### src/rtl/fetch_ctrl_pkg.sv
// Shared types and constants for the fetch controller slice.
// Provides u64, the fetch FSM state enum and the default PC step.
package fetch_ctrl_pkg;

   typedef logic [63:0] u64;

   typedef enum logic [1:0] {
      IDLE = 2'd0,
      REQ  = 2'd1,
      WAIT = 2'd2,
      HOLD = 2'd3
   } fetch_state_t;

   localparam u64 PC_STEP_DEFAULT = 64'd4;

endpackage

### src/rtl/fetch_redirect_sel.sv
// Redirect source priority mux: trap/return beats branch mispredict.
// Ports: trap_redirect/trap_target, br_redirect/br_target in; redir, target out.
module fetch_redirect_sel
   import fetch_ctrl_pkg::*;
(
   input  logic trap_redirect,
   input  u64   trap_target,
   input  logic br_redirect,
   input  u64   br_target,
   output logic redir,
   output u64   target
);

   always_comb begin
      redir  = trap_redirect | br_redirect;
      target = br_target;
      if (trap_redirect) begin
         target = trap_target;
      end
   end

endmodule

### src/rtl/fetch_ctrl.sv
// Fetch sequencing controller: drives the PC register, issues one ibus
// request at a time, buffers the returned instruction until decode takes it,
// and applies trap/branch redirects, squashing stale in-flight fetches.
// Ports: clk, reset (sync, active-high); pc in, pc_write/pc_nxt out;
// ireq_valid/ireq_addr out, iresp_addr_ok/iresp_data_ok/iresp_data in;
// inst_valid/inst/inst_pc out, inst_ready in; trap_* and br_* redirects in.
// Optional macro FETCH_PERF_CNT_EN adds perf_fetch_cnt, perf_squash_cnt and
// perf_stall_cnt outputs.
module fetch_ctrl
   import fetch_ctrl_pkg::*;
#(
   parameter u64          PC_STEP = PC_STEP_DEFAULT,
   parameter int unsigned INST_W  = 32
) (
   input  logic              clk,
   input  logic              reset,
   input  u64                pc,
   output logic              pc_write,
   output u64                pc_nxt,
   output logic              ireq_valid,
   output u64                ireq_addr,
   input  logic              iresp_addr_ok,
   input  logic              iresp_data_ok,
   input  logic [INST_W-1:0] iresp_data,
   output logic              inst_valid,
   output logic [INST_W-1:0] inst,
   output u64                inst_pc,
   input  logic              inst_ready,
   input  logic              trap_redirect,
   input  u64                trap_target,
   input  logic              br_redirect,
`ifdef FETCH_PERF_CNT_EN
   output u64                perf_fetch_cnt,
   output u64                perf_squash_cnt,
   output u64                perf_stall_cnt,
`endif
   input  u64                br_target
);

   fetch_state_t state;
   fetch_state_t state_nxt;
   logic         squash;
   logic         squash_nxt;
   logic         capture;
   logic         issue;
   logic         redir;
   u64           target;

   fetch_redirect_sel u_redirect_sel (
      .trap_redirect (trap_redirect),
      .trap_target   (trap_target),
      .br_redirect   (br_redirect),
      .br_target     (br_target),
      .redir         (redir),
      .target        (target)
   );

   // PC update: a redirect overrides the sequential advance.
   always_comb begin
      pc_write = 1'b0;
      pc_nxt   = pc;
      if ((state != IDLE) && redir) begin
         pc_write = 1'b1;
         pc_nxt   = target;
      end else if ((state == HOLD) && inst_ready) begin
         pc_write = 1'b1;
         pc_nxt   = pc + PC_STEP;
      end
   end

   always_comb begin
      state_nxt  = state;
      squash_nxt = squash;
      capture    = 1'b0;
      unique case (state)
         IDLE: begin
            state_nxt = REQ;
         end
         REQ: begin
            // The request keeps its address; the response is dropped later.
            if (redir) begin
               squash_nxt = 1'b1;
            end
            if (iresp_addr_ok) begin
               state_nxt = WAIT;
            end
         end
         WAIT: begin
            if (iresp_data_ok) begin
               squash_nxt = 1'b0;
               if (squash || redir) begin
                  state_nxt = REQ;
               end else begin
                  capture   = 1'b1;
                  state_nxt = HOLD;
               end
            end else if (redir) begin
               squash_nxt = 1'b1;
            end
         end
         HOLD: begin
            if (redir || inst_ready) begin
               state_nxt = REQ;
            end
         end
         default: begin
            state_nxt = IDLE;
         end
      endcase
   end

   // Latch the post-update PC so the address is stable for the request.
   assign issue = (state_nxt == REQ) && (state != REQ);

   always_ff @(posedge clk) begin
      if (reset) begin
         state     <= IDLE;
         squash    <= 1'b0;
         ireq_addr <= '0;
         inst      <= '0;
         inst_pc   <= '0;
      end else begin
         state  <= state_nxt;
         squash <= squash_nxt;
         if (issue) begin
            ireq_addr <= pc_write ? pc_nxt : pc;
         end
         if (capture) begin
            inst    <= iresp_data;
            inst_pc <= ireq_addr;
         end
      end
   end

   assign ireq_valid = (state == REQ);

   // The buffered instruction is younger than any redirecting one.
   assign inst_valid = (state == HOLD) && !redir;

`ifdef FETCH_PERF_CNT_EN
   always_ff @(posedge clk) begin
      if (reset) begin
         perf_fetch_cnt  <= '0;
         perf_squash_cnt <= '0;
         perf_stall_cnt  <= '0;
      end else begin
         if (inst_valid && inst_ready) begin
            perf_fetch_cnt <= perf_fetch_cnt + 64'd1;
         end
         if ((state == WAIT) && iresp_data_ok && (squash || redir)) begin
            perf_squash_cnt <= perf_squash_cnt + 64'd1;
         end
         if ((state == HOLD) && !inst_ready) begin
            perf_stall_cnt <= perf_stall_cnt + 64'd1;
         end
      end
   end
`endif

endmodule
### config.mk
export PLATFORM = sky130hd
export DESIGN_NAME = fetch_ctrl
export DESIGN_NICKNAME = d
export VERILOG_FILES = /design/src/rtl/fetch_ctrl_pkg.sv /design/src/rtl/fetch_redirect_sel.sv /design/src/rtl/fetch_ctrl.sv
export SDC_FILE = /design/constraint.sdc
export NUM_CORES = 1
export LEC_CHECK = 0
export ABC_AREA = 1
export CAP_MARGIN = 20
export CORE_AREA = 2 2 177 179
export DETAILED_ROUTE_END_ITERATION = 16
export DIE_AREA = 0 0 179 181
export GPL_TIMING_DRIVEN = 1
export SLEW_MARGIN = 40
export SYNTH_ARGS = -nofsm -noshare
export SYNTH_HDL_FRONTEND = slang
export SYNTH_SLANG_ARGS = --single-unit
### constraint.sdc
create_clock -name clk -period 2.2 [get_ports clk]
set_input_delay 0.22 -clock clk [delete_from_list [all_inputs] [get_ports clk]]
set_output_delay 0.22 -clock clk [all_outputs]
set_load 0.01 [all_outputs]
After elaboration in Yosys (flattened, before gate mapping)
Index checks and enable logic that the tools add are counted.
Operators by class
  eq/ne operators: 5
  add/sub/neg operators: 1
  bitwise logic cells: 1
  reductions and logical operators: 10
  multiplexer cells: 17
Operators by type and width (number)
  64-bit 2-to-1 mux: 4
  64-bit by 3-bit adder with 64-bit output, second input constant: 1
  2-bit 2-to-1 mux: 4
  2-bit one-hot mux with 4 select lines: 1
  1-bit 2-to-1 mux: 7
  2-bit by 1-bit equality test with 1-bit output, second input constant: 2
  2-bit equality test, second input constant: 2
  1-bit logical AND: 4
  2-bit nonzero test: 2
  2-bit zero test: 1
  1-bit logical OR: 2
  2-bit by 1-bit != test with 1-bit output, second input constant: 1
  1-bit one-hot mux with 2 select lines: 1
  1-bit zero test: 1
  1-bit OR: 1
Word-level totals
  output and inout port bits: 227
  register bits: 163

Logic depth before layout (Yosys ltp)
  word-level depth: 7
  gate-level depth with buffers: 14
  mapped depth without buffers: 14

Modules after synthesis
Synthesis repeated with hierarchy kept, for this count alone.
Unflattened totals
  cells, all modules: 1576
  area total of the unflattened synthesis: 9913.3 µm²
Modules (own cells, without submodules)
  fetch_ctrl: area an instance 9080.0 µm², cells an instance 1369, instances 1
  fetch_redirect_sel: area an instance 833.3 µm², cells an instance 207, instances 1

Worst setup path after synthesis
Ideal clock, no wire load.
  path type: reg-to-reg
  start: reg state[1]
  end: reg ireq_addr[56]
  library setup time: 0.070 ns
  data required time: 2.130 ns
  arrival time: 1.774 ns
  cell stages (with the launch flop): 14
  buffers on the path: 0
  slack: 0.356 ns
  period minus slack after synthesis: 1.844 ns
  path through: dfxtp_1 ha_1 nand2_4 clkinv_2 nand2_1 nor2_1 nand3_1 inv_1 nand2_1 nand2_1 nand2_1 o21ai_1 nand2_1 a21oi_1
Between the ends
  cells in the longest elaborated chain, start to end: 5
  elaborated cells between the ends (all ways): 19
Ends and longest elaborated chain
  start, declared: line fetch_ctrl.sv:40  | fetch_state_t state;
  start signal, assigned: line fetch_ctrl.sv:123  | state <= state_nxt;
  2-bit equality test: line fetch_ctrl.sv:65  | end else if ((state == HOLD) && inst_ready) begin
  1-bit logical AND: line fetch_ctrl.sv:65
  64-bit 2-to-1 mux: line fetch_ctrl.sv:65
  64-bit 2-to-1 mux (*): line fetch_ctrl.sv:62  | if ((state != IDLE) && redir) begin
  net pc_nxt[56]: line fetch_ctrl.sv:19  | output u64 pc_nxt,
  64-bit 2-to-1 mux (*): line fetch_ctrl.sv:126  | ireq_addr <= pc_write ? pc_nxt : pc;
  end signal, assigned: line fetch_ctrl.sv:126
  end, declared: line fetch_ctrl.sv:21  | output u64 ireq_addr,
Mark *: on every way through the listed nets, which the timed path passes. The rest lies on a longest branch.
A chain may end at the register's enable or synchronous reset.

Final worst setup path
  start: reg state[0]
  end: out pc_nxt[18]
Between the ends
  cells in the longest elaborated chain, start to end: 4
  elaborated cells between the ends (all ways): 6
Ends and longest elaborated chain (line)
  2-bit equality test: fetch_ctrl.sv:65
  1-bit logical AND: fetch_ctrl.sv:65
  64-bit 2-to-1 mux: fetch_ctrl.sv:65
  64-bit 2-to-1 mux (*): fetch_ctrl.sv:62
  end, declared: fetch_ctrl.sv:19
Mark *: on every way between the ends. The rest lies on a longest branch, timed or not.

==> summary.txt <==
Status: finished with violations
Violated checks: negative setup slack
Fin crit share: 109%
Slowest-stage cell, CP: dfxtp_4
Clk_lat worst skew: 430 ps
Grt ovf: 0
Area contributors post-synth: dfxtp_1 (35%), nand2_1 (24%), a21oi_1 (8.5%), nand3_1 (7.4%), nor2_1 (4.6%)
First-pass GRT wire length: 71300 microns
Worst Setup Slack, final: -196 ps
Share of the synthesized area in the top cell type: 34.6%
Least-Margin Pin Slew: 501 ps
Setup crit end kind: output port
Bufs and invs on worst path: 3
F_max: 417 MHz
Max cap viols: 0
Nets: 2473
DRT Wirelength: 48100 microns
Layout cells sized above 1: 31.7%
TritonCTS clock tree: built
Syn Nets: 1751
Static Leak: 7.91 nW
Initial DRC count: 906
Family with the most delay on the worst path: buffers and inverters
Synth Register Bits: 163
Seq. cell area: 3270 sq um
IO Count: 458
Worst Skew: 10.7 ps
Ys Warns: 0
DR vias/cell: 4.87
Worst Hold Class: input port to flop
Initial antenna violation count: 2
Placeable Area: 30300 sq um
Cts hold-fix bufs: 0
Worst slew margin: 66.6%
Distinct cells, synth: 42
Depth of the worst register-to-register path: 15
DRC Markers: 0
H-tree depth: 4
Largest net degree at the start of global routing: 98
Filler cells: 2839
Crit path max fanout: 7
Cells after Synth: 1513
Die Span X: 179 microns
Top_reg_cell synth: dfxtp_1
Die ar.: 32400 sq um
GP Congestion: 0.944
Worst EP required: 1980 ps
Area grow syn2layout: 98.5%
Final min period: 2400 ps
Metal2 WL: 22700 microns
Post-synth EDFFs: 0
Final setup fails: 59
Yosys top cell by area: dfxtp_1
DR vias: 12900
# port buffers: 457
CP Cell Sequence: ha_4 -> nand2_8 -> buf_6 -> nor2_8 -> nand2_8 -> buf_6 -> xor2_2 -> o21ai_1 -> buf_2
Footprint of the multi-input gates: 6730 sq um
Hold path cells: 2
Maximum VDD drop: 0.571 mV
All-Layer GR Usage: 28.9%
DPL Wire Length: 37500 microns
Mean post-synth cell area: 6.24 sq um
Vias in the first global route: 12500
Max clock buf depth: 2
Clock buffer count from CTS: 17
Top Layer Used: met4
Drt wl/cell: 18.2 microns
CTS sink count: 163
Critical path's largest stage delay: 380 ps
Crit. path cell count: 9
Chip height: 181 microns
Hold Fails Final Rpt: 0
Sequential share of the synthesized area: 34.6%
Crit path kind: flop to output port
Final ANT Viol Nets: 0
Post-Syn Area: 9440 sq um
RSZ-0062 raised after global routing: true
Met3 routed WL: 3250 microns
Final Power: 9.44 mW
Initial Utilization: 31.1%
Root Buffer: clkbuf_16
CP arrival: 2180 ps
FP Rows: 64
Place WS: -805 ps
Async SR Flop Fraction: 0%
Drt pass-1 iters: 6
Register clock-pin slew on the reported worst setup and hold paths: 60 ps
M1 WL: 20500 microns
CP startpoint kind: flop
P per Cell Area: 504 nW/um^2
Final-report max-slew violation count: 0
metrics by stage:
step / instances / area (sq um) / hold WS (ps) / utilization [%] / setup TNS [ps]
2_1_floorplan: 1513 / 9440 / 385 / - / 0
3_5_place_dp: 2542 / 16300 / 451 / 53.7 / -46200
3_3_place_gp: 2542 / 16300 / 448 / 53.7 / -44580
4_1_cts: 2627 / 18100 / 221 / 59.5 / -5320
6_report: 2645 / 18700 / 235 / 61.8 / -5090
5_1_grt: 2644 / 18700 / 250 / 61.7 / -10210
state kept, by name (all words and copies together) (netlist names):
| signal | cells |
|---|---|
| state | 2 |
| ireq_addr | 64 |
| squash | 1 |
| inst_pc | 64 |
| inst | 32 |
kinds of logic after synthesis:
family          count (synthesis)  synth area share [%]
fa+ha+maj                       7                 0.927
xor+xnor                       33                  3.06
simple gates                  937                  42.5
compound gates                219                  12.2
flops                         163                  34.6
mux                             2                 0.212
buf+inv                       152                  6.55
report_power, final:
part,internal [mW],switching (mW)
sequential,3.09,0.117
clock,1.69,1.29
combinational,1.70,1.56
timing repair:
action                     CTS  global route
gates cloned                 2             0
resized for setup          545           153
buffers inserted            58            22
pin swaps                   99           108
setup endpoints to repair   69            77
Yosys cell counts (2+ instances only):
cell / count
nand2_1: 592
dfxtp_1: 163
a21oi_1: 160
nand3_1: 139
nor2_1: 115
inv_1: 55
clkbuf_1: 50
o21ai_0: 26
xor2_1: 19
buf_2: 16
nor2_2: 16
buf_1: 15
xnor2_1: 14
nand4_1: 13
or2_2: 11
o211ai_1: 10
o21ai_1: 10
nor3_1: 9
inv_2: 8
nand3b_1: 8
buf_4: 7
ha_1: 7
nor2_4: 7
and2_1: 5
nand2_2: 5
nand3_2: 5
nor3b_1: 4
a31oi_1: 3
nand2_4: 3
o21ai_2: 3
o31ai_1: 3
mux2i_1: 2
layer usage:
layer / track usage, % / vias to the layer above
li1: - / 6326
met1: 37.8 / 5971
met2: 48.1 / 489
met3: 4.48 / 82
met4: 9.53 / 0
met5: 0 / -
final timing paths:
check            from       endpoint  slack (ps)
min reg2reg  inst[11]       inst[11]         460
min             reset  ireq_addr[44]         230
max          state[0]     pc_nxt[18]        -200
max reg2reg  state[0]  ireq_addr[17]          60
final cells by class:
class                           instances  share of cell area (%)
Tap cell                              396                    2.64
Clock inverter                         13                   0.808
Multi-Input combinational cell       1198                    35.9
Clock buffer                           18                    2.29
Sequential cell                       163                    17.5
Inverter                               64                    1.44
Timing Repair Buffer                  791                    39.4
Antenna cell                            2                  0.0267
cell usage in the layout (no fill, tap or decap), drive strengths merged, types with 5 or more instances in the layout:
cell           instances
inv                   67
clkdlybuf4s50        352
nand4                 13
xnor2                 14
a21oi                161
nor2                 139
nand3                144
dlymetal6s2s          15
nand3b                 8
buf                  399
and2                   6
dfxtp                163
clkinv                 5
o21ai                 39
ha                     7
xor2                  19
or2                   11
dlygate4sd2           24
nor3                  10
nand2                600
clkbuf                18
o211ai                10
Power figures use the tool's default switching activity.
